### config.mk
export PLATFORM = sky130hd
export DESIGN_NAME = debounce_filter
export DESIGN_NICKNAME = d
export VERILOG_FILES = /design/src/rtl/debounce_pkg.sv /design/src/rtl/sync_2ff.sv /design/src/rtl/debounce_filter.sv
export SDC_FILE = /design/constraint.sdc
export NUM_CORES = 1
export LEC_CHECK = 0
export ABC_CLOCK_PERIOD_IN_PS = 2000
export CAP_MARGIN = 40
export CELL_PAD_IN_SITES_DETAIL_PLACEMENT = 1
export CELL_PAD_IN_SITES_GLOBAL_PLACEMENT = 1
export CORE_AREA = 2 2 50 52
export DETAILED_ROUTE_END_ITERATION = 6
export DIE_AREA = 0 0 52 54
export PLACE_DENSITY_LB_ADDON = 0.1
export SLEW_MARGIN = 20
export SYNTH_ARGS = -nofsm -noshare
export SYNTH_HDL_FRONTEND = slang
export SYNTH_SLANG_ARGS = --single-unit
### constraint.sdc
create_clock -name clk -period 2 [get_ports clk]
set_input_delay 0.3 -clock clk [delete_from_list [all_inputs] [get_ports clk]]
set_output_delay 0.3 -clock clk [all_outputs]
set_load 0.03 [all_outputs]
### src/rtl/debounce_pkg.sv
// Shared constants and helpers for the debounce filter.
package debounce_pkg;

    localparam int SYNC_STAGES = 2;

    function automatic int cnt_width(input int max);
        return $clog2(max);
    endfunction

endpackage

### src/rtl/sync_2ff.sv
// Two-flop synchronizer for a single asynchronous level, reset to 0.
module sync_2ff (
    input  logic clk,
    input  logic rst,
    input  logic d,
    output logic q
);

    logic meta_q;
    logic sync_q;

    always_ff @(posedge clk or posedge rst) begin
        if (rst) begin
            meta_q <= 1'b0;
            sync_q <= 1'b0;
        end else begin
            meta_q <= d;
            sync_q <= meta_q;
        end
    end

    assign q = sync_q;

endmodule

### src/rtl/debounce_filter.sv
// Debounces a noisy level: the synchronized input must differ from clean_out
// for COUNTER_MAX consecutive cycles before clean_out follows it.
// Optional rise/fall edge pulses when DEBOUNCE_PULSE_EN is defined.
module debounce_filter
    import debounce_pkg::*;
#(
    parameter int COUNTER_MAX = 100000
) (
    input  logic clk,
    input  logic rst,
    input  logic noisy_in,
`ifdef DEBOUNCE_PULSE_EN
    output logic rise_pulse,
    output logic fall_pulse,
`endif
    output logic clean_out
);

    localparam int CNT_W = cnt_width(COUNTER_MAX);
    localparam logic [CNT_W-1:0] CNT_LAST = CNT_W'(COUNTER_MAX - 1);

    logic             sync_q;
    logic [CNT_W-1:0] cnt_q;
    logic [CNT_W-1:0] cnt_d;
    logic             clean_q;
    logic             clean_d;

    sync_2ff u_sync (
        .clk (clk),
        .rst (rst),
        .d   (noisy_in),
        .q   (sync_q)
    );

    // Any sample matching the current clean level restarts the full window.
    always_comb begin
        cnt_d   = cnt_q;
        clean_d = clean_q;
        if (sync_q == clean_q) begin
            cnt_d = '0;
        end else if (cnt_q == CNT_LAST) begin
            clean_d = sync_q;
            cnt_d   = '0;
        end else begin
            cnt_d = cnt_q + 1'b1;
        end
    end

    always_ff @(posedge clk or posedge rst) begin
        if (rst) begin
            cnt_q   <= '0;
            clean_q <= 1'b0;
        end else begin
            cnt_q   <= cnt_d;
            clean_q <= clean_d;
        end
    end

    assign clean_out = clean_q;

`ifdef DEBOUNCE_PULSE_EN
    logic clean_dly_q;

    always_ff @(posedge clk or posedge rst) begin
        if (rst) begin
            clean_dly_q <= 1'b0;
        end else begin
            clean_dly_q <= clean_q;
        end
    end

    assign rise_pulse = clean_q & ~clean_dly_q;
    assign fall_pulse = ~clean_q & clean_dly_q;
`endif

endmodule

# Word-level counts from Yosys, hierarchy flattened

Cells that the tools add are included.

Memories: 0
Input port bits: 3
Bits in latches: 0
Bits in writable memories: 0
ROM bits: 0
Output and inout bits: 1
Word-level logic and storage cells: 11
Register bits after elaboration: 20

Multiplexer cells: 2
Multipliers: 0
Bitwise gates (word level): 1
Order comparisons: 0
Divide/modulo/power cells: 0
Reductions and logical operators: 1
Eq/ne operators: 2
Shifts and indexed selects: 0
Add/subtract/negate cells: 1

Operators by type and width:

| operator                | count |
|---|---|
| $mux W17                | 2 |
| $add A17 B1 Y17 const B | 1 |
| $eq A17 B17 Y1 const B  | 1 |
| $reduce_and A2 Y1       | 1 |
| $eq A1 B1 Y1            | 1 |
| $not A1 Y1              | 1 |

# Depth between registers and ports, before layout

Word-level depth: 3
Depth in mapped cells: 6
Gate-level depth less buffers: 5

# Modules after synthesis

A second synthesis with hierarchy kept.

Cell total of the unflattened synthesis: 90
Area, all modules: 942.2 um^2

By module, submodules not included:

| module          | instances | sequential area each (um^2) | cells each | area each (um^2) |
|---|---|---|---|---|
| debounce_filter | 1         | 450.4                       | 87         | 888.4 |
| sync_2ff        | 1         | 50.0                        | 3          | 53.8 |

# Worst setup path before layout

Ideal clock, no wire load.

Kind: reg2reg
Start point: reg cnt_q[0]
End point: reg clean_q, in the netlist clean_out
Library setup time: 125 ps
Buffers on the path: 0
Path slack: 409 ps
Cell stages (with the launch flop): 6
Arrival: 1466 ps
Period minus slack after synthesis: 1591 ps
Data required time: 1875 ps
Cells stage by stage: dfrtp_1 ha_1 and4_1 nand4_1 nor2_1 mux2_2

Cells in the longest elaborated chain, start to end: 2

Ends and longest elaborated chain:

| element                            | line                  | text |
|---|---|---|
| from (decl)                        | debounce_filter.sv:23 | `logic [CNT_W-1:0] cnt_q;` |
| from (signal assigned)             | debounce_filter.sv:54 | `cnt_q <= cnt_d;` |
| $eq A17 B17 Y1                     | debounce_filter.sv:41 | `end else if (cnt_q == CNT_LAST) begin` |
| $reduce_and A2 Y1 (no source line) | -                     |  |
| to (signal assigned)               | debounce_filter.sv:55 | `clean_q <= clean_d;` |
| to (decl)                          | debounce_filter.sv:25 | `logic clean_q;` |

No other way between the ends.
A chain may end at the register's enable or synchronous reset.

# Final worst setup path

Start point: reg cnt_q[0]
End point: reg cnt_q[5]

Cells in the longest elaborated chain, start to end: 3
Elaborated cells on any way between the ends: 4
Classes of those cells: 1 x add/sub; 1 x eq/ne; 2 x mux

Ends and longest elaborated chain:

| element                                           | line                                         | text |
|---|---|---|
| $add A17 B1 Y17 or $eq A17 B17 Y1 (tied branches) | debounce_filter.sv:45, debounce_filter.sv:41 |  |
| $mux W17 *                                        | debounce_filter.sv:41                        |  |
| $mux W17 *                                        | debounce_filter.sv:39                        | `if (sync_q == clean_q) begin` |
| via cnt_d[5]                                      | debounce_filter.sv:24                        | `logic [CNT_W-1:0] cnt_d;` |

The timed path passes the listed nets; every way through them passes the cells marked *.

==> impl_results.md <==
* Highest net fanout along the worst path at 16
* Outcome: completed
* Library cell contributing the largest single delay on the critical path: dfrtp_1
* Synth Area per Inst at 10.7 µm²
* Register bit count reported by yosys at 20
* Sequential share of the synthesized area at 0.506
* Maximum level of the CTS H-tree at 1
* Final layout net count at 103
* Mean number of vias per cell at 5.46
* Required time of the worst setup path at 2180 ps
* Setup repair after global routing missed its margin: false
* Leakage power total at 0.000443 µW
* Cell type contributing the most total cell area after synthesis: dfrtp_1
* List of most frequent post-synthesis cells: dfrtp_1 (20), nor2_1 (16), nand4_1 (11), xor2_1 (9), xnor2_1 (6)
* Startpoint class of the critical path: flip-flop
* Cell Area, Placed at 1040 µm²
* Wire length of the first global-routing pass at 3370 µm
* IR Drop Worst-Case VDD at 0.352 mV
* Hold_buf cts at 0
* Syn_nets at 96
* Overall die width at 52 µm
* Number of violations reported at the end of detailed-routing iteration 0 at 7
* TritonCTS clock tree: yes
* Root Driver: clkbuf_4
* Pins over their slew limit at 0
* Number of placement rows at 18
* Final routed DRC violation total at 0
* Antenna Diode Count at 0
* Clk pin slew, worst setup/hold paths at 120 ps
* P&R area growth vs syn at 8.99%
* Critical path data arrival time at 1970 ps
* Number of distinct library cells after synthesis at 25
* Core Region at 2320 µm²
* Total number of yosys warnings at 0
* Crit path launch: cnt_q[0]$_DFF_PP0_
* Worst reg2reg path startpoint: cnt_q[0]$_DFF_PP0_
* Initial DRT Pass Iterations at 4
* Kind of end point of the critical path: flip-flop
* Critical Path Max Stage Delay at 430 ps
* Share of flip-flops with an asynchronous set or reset at 1.00
* Maximum clock frequency at 558 MHz
* DIE AREA at 2810 µm²
* Synthesized instance count at 92
* Worst-Margin Slew at 442 ps
* Sequence of cells on the critical path: ha_1 > and4_1 > nand4_1 > o21ai_4 > nor2_1
* Number of global-route vias before repair at 751
* Detail Route Antenna Nets at 0
* Max-capacitance violation count at 0
* Number of gates given a new drive strength after cts at 0
* Routed vias at 699
* Combined area of all synthesized cells at 988 µm²
* Clk_lat worst skew at 310 ps
* Hold WC Path Type: in -> async
* Power density relative to cell area at 641 nW/µm²
* Routability Congestion at 0.744
* Most instantiated library cell after synthesis: dfrtp_1
* Average wire length per cell after detail routing at 15.1 µm
* Share of the synthesized area in the top cell type at 0.506
* Setup Crit Path Kind: reg -> reg
* Most instantiated flip-flop cell in the synthesis netlist: dfrtp_1
* Post-CTS Repair Setup Buffers at 0
* Port Buffers at 3
* Initial standard-cell utilization of the core at 0.426
* Proportion of layout cells with a drive suffix above 1 at 0.133
* Maximum root-to-sink buffer count at 2
* Setup-violating endpoint count in the final report at 0
* Slew HR at 0.704
* Synth area leaders: dfrtp_1 (51%), xor2_1 (8.0%), nand4_1 (7.0%), nor2_1 (6.1%), xnor2_1 (5.3%)
* Chip height at 54 µm
* Total congestion overflow at 0
* Total wire length at 1930 µm
* Number of flops mapped to enable cells by yosys at 0
* Max Clock Skew at 8.06 ps
* Maximum number of pins on one net before global-route repair at 21
* Endpoints failing hold at 0
* Minimum clock period at 1790 ps
* Number of buffers inserted during clock tree synthesis at 3
* Final critical-path share of the clock period at 0.896
* Sinks on Clock Net at 20
* IO Pins at 4
* Antenna violations before repair at 0
* Final instance area at 1080 µm²
* All-layer global routing usage at 0.169
* Total Neg Setup Slack at 0 ps
* Total half-perimeter wirelength after legalization and detailed placement at 1380 µm
==> sequential cells by signal (all words and copies together) (netlist names) <==
name / count
u_sync.q: 1
cnt_q: 17
u_sync.meta_q: 1
clean_out: 1
==> power breakdown <==
part | total (µW) | leakage, µW | switching, µW | internal [µW]
Combinational | 30.3 | 0.000149 | 19.2 | 11.0
Clock | 241 | 0.0000210 | 130 | 111
Sequential | 418 | 0.000272 | 7.35 | 411
==> cells in the final DEF (no fill, tap or decap) <==
cell type	netlist	final
nor2_1	16	16
and3_1	1	1
and2_1	1	1
and3_4	1	1
nand3_1	3	3
dfrtp_1	20	20
clkbuf_8	0	1
nor4b_1	1	1
or4_4	1	1
xor2_1	9	9
xnor2_1	6	6
nand2_1	3	3
a21oi_2	1	1
clkbuf_4	0	3
and4_4	1	1
o21ai_4	1	1
o31ai_1	1	1
ha_1	1	1
mux2_2	1	1
inv_1	3	3
nand4_1	11	11
nand3_2	1	1
clkdlybuf4s50_1	0	3
and4_1	1	1
nor3_1	1	1
nor4_1	4	4
buf_4	1	2
==> kinds of logic (layout without fill, tap and decap cells) <==
group,Yosys count,after routing,synth area share
adders and majority gates,1,1,0.0127
AOI/OAI and AO/OA,3,3,0.0329
DFF,20,20,0.506
and+or+nand+nor,46,46,0.262
muxes,1,1,0.0114
buffers and inverters,6,12,0.0418
xor gates and xnor gates,15,15,0.133
==> area by class of cell <==
class,count,area (µm²)
Tap cell,30,37.5
Multi-Input combinational cell,66,447
Fill cell,263,1240
Inverter,3,11.3
Sequential cell,20,500
Timing Repair Buffer,5,45.0
Clock buffer,4,36.3
==> routing by layer <==
metal	vias to the layer above	track usage	part of all wire
li1	336	-	-
met1	352	0.207	0.46
met2	6	0.278	0.49
met3	5	0.0250	0.020
met4	0	0.105	0.025
met5	-	0	0
==> stage by stage <==
step           hold slack [ps]  total power [µW]  setup slack (ps)  cells   util
4_1_cts                    317               703               158    128  0.464
5_1_grt                    360               721              23.2    128  0.464
6_report                   310               690               209    128  0.464
3_5_place_dp               337               458               181    124  0.449
3_3_place_gp               336               457               248    124  0.449
2_1_floorplan              264               447               409     92      -
==> path summary, 6_finish.rpt <==
kind | to | slack (ps) | cells after the start
worst max register to register | cnt_q[5]$_DFF_PP0_ | 210 | 5
worst min register to register | u_sync.q$_DFF_PP0_ | 360 | 0
worst max-delay path | cnt_q[5]$_DFF_PP0_ | 210 | 5
max in group asynchronous | cnt_q[14]$_DFF_PP0_ | 1470 | 3
min in group clk | u_sync.q$_DFF_PP0_ | 360 | 0
worst min-delay path | u_sync.meta_q$_DFF_PP0_ | 310 | 3
==> critical path: cells and delay by family (launching register included) <==
| family | cells | cell delay (ps) |
|---|---|---|
| adders and majority gates | 1 | 240 |
| DFF | 1 | 430 |
| AOI/OAI and AO/OA | 1 | 420 |
| and+or+nand+nor | 3 | 580 |
Power figures use the tool's default switching activity.
